--- src/rtl/pipeline_ctrl_pkg.sv ---
// Shared types and constants for the IF/EX/WB stall and flush sequencer.
// PIPE_PERF_CNT_EN enables the stall/flush performance counters.
package pipeline_ctrl_pkg;

   typedef enum logic [1:0] {
      RUN      = 2'd0,
      MEM_WAIT = 2'd1,
      ERROR    = 2'd2
   } ctrl_state_e;

   localparam int unsigned TIMEOUT_CYCLES_DEFAULT = 16;

   localparam logic [31:0] NOP_INSTR = 32'h0000_0013;

endpackage

--- src/rtl/pipeline_hazard_ctrl_sat_counter.sv ---
// Saturating up-counter with synchronous active-high clear.
// Instantiated by pipeline_hazard_ctrl when PIPE_PERF_CNT_EN is defined.
module sat_counter #(
   parameter int unsigned WIDTH = 32
) (
   input  logic             clock,
   input  logic             reset,
   input  logic             inc,
   output logic [WIDTH-1:0] count
);

   logic [WIDTH-1:0] count_q;
   logic [WIDTH-1:0] count_d;

   always_comb begin
      count_d = count_q;
      if (inc && (count_q != '1)) begin
         count_d = count_q + WIDTH'(1);
      end
   end

   always_ff @(posedge clock) begin
      if (reset) begin
         count_q <= '0;
      end else begin
         count_q <= count_d;
      end
   end

   assign count = count_q;

endmodule

--- src/rtl/pipeline_hazard_ctrl.sv ---
// Stall/flush sequencer for the 3-stage pipeline with memory watchdog.
// Define PIPE_PERF_CNT_EN to build the stall_cycles/flush_count counters.
module pipeline_hazard_ctrl
   import pipeline_ctrl_pkg::*;
#(
   parameter int unsigned TIMEOUT_CYCLES = TIMEOUT_CYCLES_DEFAULT,
   parameter int unsigned CNT_W          = 5,
   parameter int unsigned PERF_W         = 32
) (
   input  logic              clock,
   input  logic              reset,
   input  logic              ex_mem_req,
   input  logic              ex_mem_done,
   input  logic              ex_branch_taken,
   output logic              pc_en,
   output logic              if_ex_en,
   output logic              if_ex_flush,
   output logic              ex_wb_en,
   output logic              ex_wb_flush,
   output logic              mem_timeout,
   output logic [PERF_W-1:0] stall_cycles,
   output logic [PERF_W-1:0] flush_count
);

   ctrl_state_e      state_q;
   ctrl_state_e      state_d;
   logic [CNT_W-1:0] cnt_q;
   logic [CNT_W-1:0] cnt_d;

   always_comb begin
      state_d     = state_q;
      cnt_d       = cnt_q;
      pc_en       = 1'b0;
      if_ex_en    = 1'b0;
      ex_wb_en    = 1'b0;
      if_ex_flush = 1'b0;
      ex_wb_flush = 1'b0;
      mem_timeout = 1'b0;
      if (reset) begin
         if_ex_flush = 1'b1;
         ex_wb_flush = 1'b1;
      end else begin
         unique case (state_q)
            RUN: begin
               // A stall outranks a branch: EX is held so it re-presents.
               if (ex_mem_req && !ex_mem_done) begin
                  ex_wb_flush = 1'b1;
                  state_d     = MEM_WAIT;
                  cnt_d       = CNT_W'(1);
               end else begin
                  pc_en       = 1'b1;
                  if_ex_en    = 1'b1;
                  ex_wb_en    = 1'b1;
                  if_ex_flush = ex_branch_taken;
               end
            end
            MEM_WAIT: begin
               if (ex_mem_done) begin
                  pc_en       = 1'b1;
                  if_ex_en    = 1'b1;
                  ex_wb_en    = 1'b1;
                  if_ex_flush = ex_branch_taken;
                  state_d     = RUN;
                  cnt_d       = '0;
               end else if (cnt_q == CNT_W'(TIMEOUT_CYCLES)) begin
                  ex_wb_flush = 1'b1;
                  state_d     = ERROR;
               end else begin
                  ex_wb_flush = 1'b1;
                  cnt_d       = cnt_q + CNT_W'(1);
               end
            end
            ERROR: begin
               if_ex_flush = 1'b1;
               ex_wb_flush = 1'b1;
               mem_timeout = 1'b1;
            end
            default: begin
               state_d = RUN;
               cnt_d   = '0;
            end
         endcase
      end
   end

   always_ff @(posedge clock) begin
      if (reset) begin
         state_q <= RUN;
         cnt_q   <= '0;
      end else begin
         state_q <= state_d;
         cnt_q   <= cnt_d;
      end
   end

`ifdef PIPE_PERF_CNT_EN
   sat_counter #(.WIDTH(PERF_W)) u_stall_cnt (
      .clock (clock),
      .reset (reset),
      .inc   (~pc_en),
      .count (stall_cycles)
   );

   sat_counter #(.WIDTH(PERF_W)) u_flush_cnt (
      .clock (clock),
      .reset (reset),
      .inc   (if_ex_flush),
      .count (flush_count)
   );
`else
   assign stall_cycles = '0;
   assign flush_count  = '0;
`endif

endmodule

--- config.mk ---
export PLATFORM = sky130hd
export DESIGN_NAME = pipeline_hazard_ctrl
export DESIGN_NICKNAME = d
export VERILOG_FILES = /design/src/rtl/pipeline_ctrl_pkg.sv /design/src/rtl/pipeline_hazard_ctrl_sat_counter.sv /design/src/rtl/pipeline_hazard_ctrl.sv
export SDC_FILE = /design/constraint.sdc
export NUM_CORES = 1
export LEC_CHECK = 0
export CORE_MARGIN = 2
export CORE_UTILIZATION = 33
export DETAILED_ROUTE_END_ITERATION = 8
export PLACE_DENSITY = 0.81
export SLEW_MARGIN = 20
export SYNTH_ARGS = -nofsm -noshare
export SYNTH_HDL_FRONTEND = slang
export SYNTH_SLANG_ARGS = --single-unit
--- constraint.sdc ---
create_clock -name clock -period 1.7 [get_ports clock]
set_clock_uncertainty 0.15 [all_clocks]
set_input_delay 0.34 -clock clock [delete_from_list [all_inputs] [get_ports clock]]
set_output_delay 0.34 -clock clock [all_outputs]
set_load 0.02 [all_outputs]
# Word level (Yosys, flattened, before mapping)
# Index checks and enable logic that the tools add are counted.
word_totals:
  regBits: 7
  in_bits: 5
  output_inout_bits: 70
  wordCells: 37
op_classes:
  add_sub_neg: 1
  eq_ne: 6
  muxes: 22
  bitwise: 1
  reduce_logical: 5
ops:
  columns: ["cell", "count"]
  rows:
  - ["5-bit 2-to-1 mux", 3]
  - ["5-bit case mux with 3 select lines", 1]
  - ["1-bit 2-to-1 mux", 11]
  - ["2-bit 2-to-1 mux", 3]
  - ["3-bit inequality test, second input constant", 2]
  - ["1-bit case mux with 3 select lines", 2]
  - ["2-bit case mux with 3 select lines", 1]
  - ["3-bit AND reduction", 2]
  - ["5-bit by 1-bit adder with 5-bit output, second input constant", 1]
  - ["5-bit == test, second input constant", 1]
  - ["2-bit by 1-bit == test with 1-bit output, second input constant", 1]
  - ["2-bit == test, second input constant", 1]
  - ["2-bit zero test", 1]
  - ["2-bit inequality test, second input constant", 1]
  - ["1-bit case mux with 2 select lines", 1]
  - ["1-bit logical AND", 1]
  - ["1-bit zero test", 1]
  - ["1-bit inverter", 1]

# Longest topological paths before layout
logic_depth:
  word_depth: 5
  ltp_mapped: 5

# Least setup slack after synthesis
# OpenSTA, ideal clock, no wires.
synth_timing:
  path_kind: "register to output"
  start: "reg state_q[0]"
  end: "out if_ex_en"
  arrival_time_ns: 1.469
  required_time_ns: 1.210
  path_slack_ns: -0.259
  path_stages_with_launch: 6
  path_buffers: 2
  cell_sequence: "dfxtp_1 -> buf_2 -> nor2_1 -> nor2_1 -> nor3_1 -> buf_4"
synth_via:
  elab_chain_cells: 3
  elab_cells_between_ends: 4
synth_lines:
  columns: ["item", "line", "text"]
  rows:
  - ["from (decl)", "pipeline_hazard_ctrl.sv:25", "ctrl_state_e state_q;"]
  - ["from (signal assigned)", "pipeline_hazard_ctrl.sv:91", "state_q <= state_d;"]
  - ["2-bit by 1-bit == test with 1-bit output or 2-bit zero test (tied branches)", null, null]
  - ["1-bit case mux with 2 select lines *", null, null]
  - ["1-bit 2-to-1 mux *", null, null]
  - ["to (decl)", "pipeline_hazard_ctrl.sv:16", "output logic if_ex_en,"]
# Mark *: on every way between the ends. The rest lies on a longest branch, timed or not.

# Final worst setup path
layout_timing:
  start: "reg state_q[0]"
  end: "out ex_wb_flush"
layout_via:
  elab_chain_cells: 3
  elab_cells_between_ends: 5
layout_lines:
  columns: ["item", "line", "text"]
  rows:
  - ["2-bit == test, or another cell as far along", "pipeline_hazard_ctrl.sv:43", "unique case (state_q)"]
  - ["1-bit case mux with 3 select lines *", "pipeline_hazard_ctrl.sv:43", null]
  - ["1-bit 2-to-1 mux *", "pipeline_hazard_ctrl.sv:39", "if (reset) begin"]
  - ["to (decl)", "pipeline_hazard_ctrl.sv:19", "output logic ex_wb_flush,"]
# Marked as above.

==> metrics.cfg <==
[power]
combPwrFrac = 0.396
clock_power_share = 0.288
intPower_uw = 300
power_switching_uw = 247
powerDensity_nw_per_um2 = 591
ir_worst_vdd_mv = 0.285
swShare = 0.451
power_frac_seq = 0.316
leakagePower_uw = 0.000488

[critical_path]
slowest_delay_ns = 0.35
r2r_cells = 5
critPathRequiredTime_ns = 1.21
crit_arrival_ns = 1.19
path_cells = nor2_2 -> buf_4 -> o311ai_1 -> buf_2
crit_type = flip-flop to primary output
regToRegSetupSlack_ns = 0.13
critPathLaunchType = flip-flop
cp_max_fo = 3
crit_path_top_delay_cell = dfxtp_2
endpoint_kind = primary output
rr_startpoint = cnt_q[0]$_SDFFE_PP0P_
r2r_end = cnt_q[1]$_SDFFE_PP0P_

[routing]
vias = 611
routed_wl_mm = 1.31
first_pass_iters = 4
via_per_inst = 3.57
drt_iter0_markers = 13
avgRoutedWirePerCell_um = 7.65
drc = 0
ant_nets = 0

[sta]
fin_crit_ns = 1.68
finalCritPeriodShare = 0.986
hold_violations = 0
setup_ws_ns = 0.0234
drv_slew = 0
setup_viol = 0
rsz0062_at_grt = true
max_freq_ghz = 0.596

[layout]
layout_common_cells = conb_1 (64), buf_4 (11), inv_1 (6), dfxtp_1 (5), buf_6 (4)
antenna_cells = 0
syn_to_final_growth_pct = -1.20
num-nets-final = 148
layout-drive-gt1-share = 0.200
final_common_cell = conb_1
final_cells = 171
final_util = 0.338

[clocking]
numCtsBuffers = 3
cts_sinks = 7
path_clk_slew_ns = 0.06
root_buffer = clkbuf_4
clk_latency_ns = 0.26
hold_buffers = 0
cts_tree = yes
htreeDepth = 1
cts_buffer_depth = 2

[worst_hold_path]
holdPathStages = 2
worstHoldEndpoint = cnt_q[2]$_SDFFE_PP0P_
hold_class = flip-flop to flip-flop
holdCritStartpoint = cnt_q[2]$_SDFFE_PP0P_

[grt]
grt_max_degree = 9
antenna_found_initial = 0
gr-usage-all-layers = 0.0758
grt_pass1_vias = 472
grt_pass1_wl_mm = 1.94
grt_overflow = 0

[synth]
synth_cell_type_count = 29
synthCells = 121
ys_seq_area_frac = 0.150
syn_area_um2 = 936
ys_ff_latch = 7
syn_area_per_cell_um2 = 7.73
ys_warn_count = 0

[floorplan]
die_x_um = 57.3
initial_core_util = 0.342
num_rows = 19
dieArea_um2 = 3280
ioPinCount = 75
fp.dieH_um = 57.3
coreArea_um2 = 2730

[placed_design]
place.gp.congestion = 0.709
port_buffers = 10
dp.final_hpwl_mm = 1.13
place_ws_ns = -0.664
dp.cells = 166

[status]
status = finished, final reports clean

[job]
maxCapViolations = 0

## critical path, delay by kind of cell (launching register included)
kind	cells	cell delay, ns
AO/OA/AOI/OAI	1	0.20
buffers and inverters	2	0.34
flip-flops	1	0.35
AND/OR/NAND/NOR	1	0.05
## cells by family (layout without fill, tap and decap cells)
family                   count (synthesis)  count (layout)  share of synthesized area
XOR/XNOR                                 2               2                     0.0187
other                                    1              64                    0.00401
adder cells (fa/ha/maj)                  2               2                     0.0267
buffers and inverters                   74              30                      0.571
AO/OA/AOI/OAI                           12              12                     0.0829
flip-flops                               7               7                      0.150
AND/OR/NAND/NOR                         22              22                      0.136
multiplexers                             1               1                     0.0107
## per-layer routing
metal	track usage	vias up	wire length (um)
met5	0	-	0
met4	0.0166	0	0
met3	0.0408	0	154
met2	0.131	43	676
met1	0.0817	268	476
li1	-	300	-
## cell usage after synthesis
master	n	area share
buf_4	66	0.53
dfxtp_1	7	0.15
inv_1	6	0.024
nor2_1	5	0.020
nand2_1	4	0.016
nand4_1	3	0.020
o21ai_0	3	0.016
a21oi_1	2	0.011
ha_1	2	0.027
nor3_1	2	0.011
or3_1	2	0.013
xor2_1	2	0.019
a2111oi_0	1	0.0094
a211oi_1	1	0.0080
a21oi_2	1	0.0094
a31oi_1	1	0.0067
buf_2	1	0.0053
buf_6	1	0.012
conb_1	1	0.0040
mux2i_1	1	0.011
nand3_1	1	0.0053
nand4bb_1	1	0.012
nor4b_1	1	0.0094
nor4bb_1	1	0.011
o21a_1	1	0.0080
o21ai_1	1	0.0053
o311ai_0	1	0.0094
or2_1	1	0.0067
or3_4	1	0.012
## final cells by class
| type | instances | area [um2] |
|---|---|---|
| flip-flops and latches | 7 | 145 |
| clock inverters | 1 | 5.00 |
| fillers | 292 | 1810 |
| multi-input cells | 103 | 517 |
| repair buffers | 20 | 174 |
| well taps | 31 | 38.8 |
| clock buffers | 3 | 22.5 |
| inverters | 6 | 22.5 |
## how the worst max path moves through the flow
| stage | startpoint | cells past startpoint | to | slack (ns) |
|---|---|---|---|---|
| final | state_q[0]$_SDFFE_PP0P_ | 4 | ex_wb_flush | 0.02 |
| after global routing | state_q[0]$_SDFFE_PP0P_ | 4 | ex_wb_flush | -0.03 |
| after CTS | ex_branch_taken | 4 | if_ex_flush | 0.001 |
| after detailed placement | ex_mem_req | 5 | if_ex_en | -0.66 |
| after global placement | ex_mem_req | 5 | pc_en | -0.65 |
| after floorplan | state_q[0]$_SDFFE_PP0P_ | 3 | ex_wb_flush | 0.06 |
## power by group through the flow
| stage | Clock (uW) | Sequential (uW) | Combinational [uW] |
|---|---|---|---|
| 5_1_grt | 169 | 173 | 233 |
| 3_5_place_dp | 0 | 177 | 212 |
| 3_3_place_gp | 0 | 177 | 212 |
| 2_1_floorplan | 0 | 176 | 284 |
| 6_report | 157 | 173 | 216 |
| 4_1_cts | 160 | 174 | 215 |
## metrics by stage
| stage | TNS [ns] | cell area, um2 | hold WS, ns | power, uW |
|---|---|---|---|---|
| 4_1_cts | 0 | 910 | 0.366 | 549 |
| 6_report | 0 | 925 | 0.366 | 546 |
| 5_1_grt | -0.0564 | 925 | 0.404 | 575 |
| 3_3_place_gp | -4.43 | 878 | 0.347 | 389 |
| 2_1_floorplan | 0 | 1180 | 0.252 | 460 |
| 3_5_place_dp | -4.63 | 878 | 0.356 | 390 |
## flip-flops by register name, summed over array words and instances (netlist names)
name,flops
cnt_q,5
state_q,2
## repair_timing
action                                  4_1_cts  5_1_grt
endpoints found under the setup margin        6        6
gates resized for setup                      42        6
pin swaps                                     2        3
setup buffers                                 1        0
Note: power is estimated with default switching activity, not from simulation.
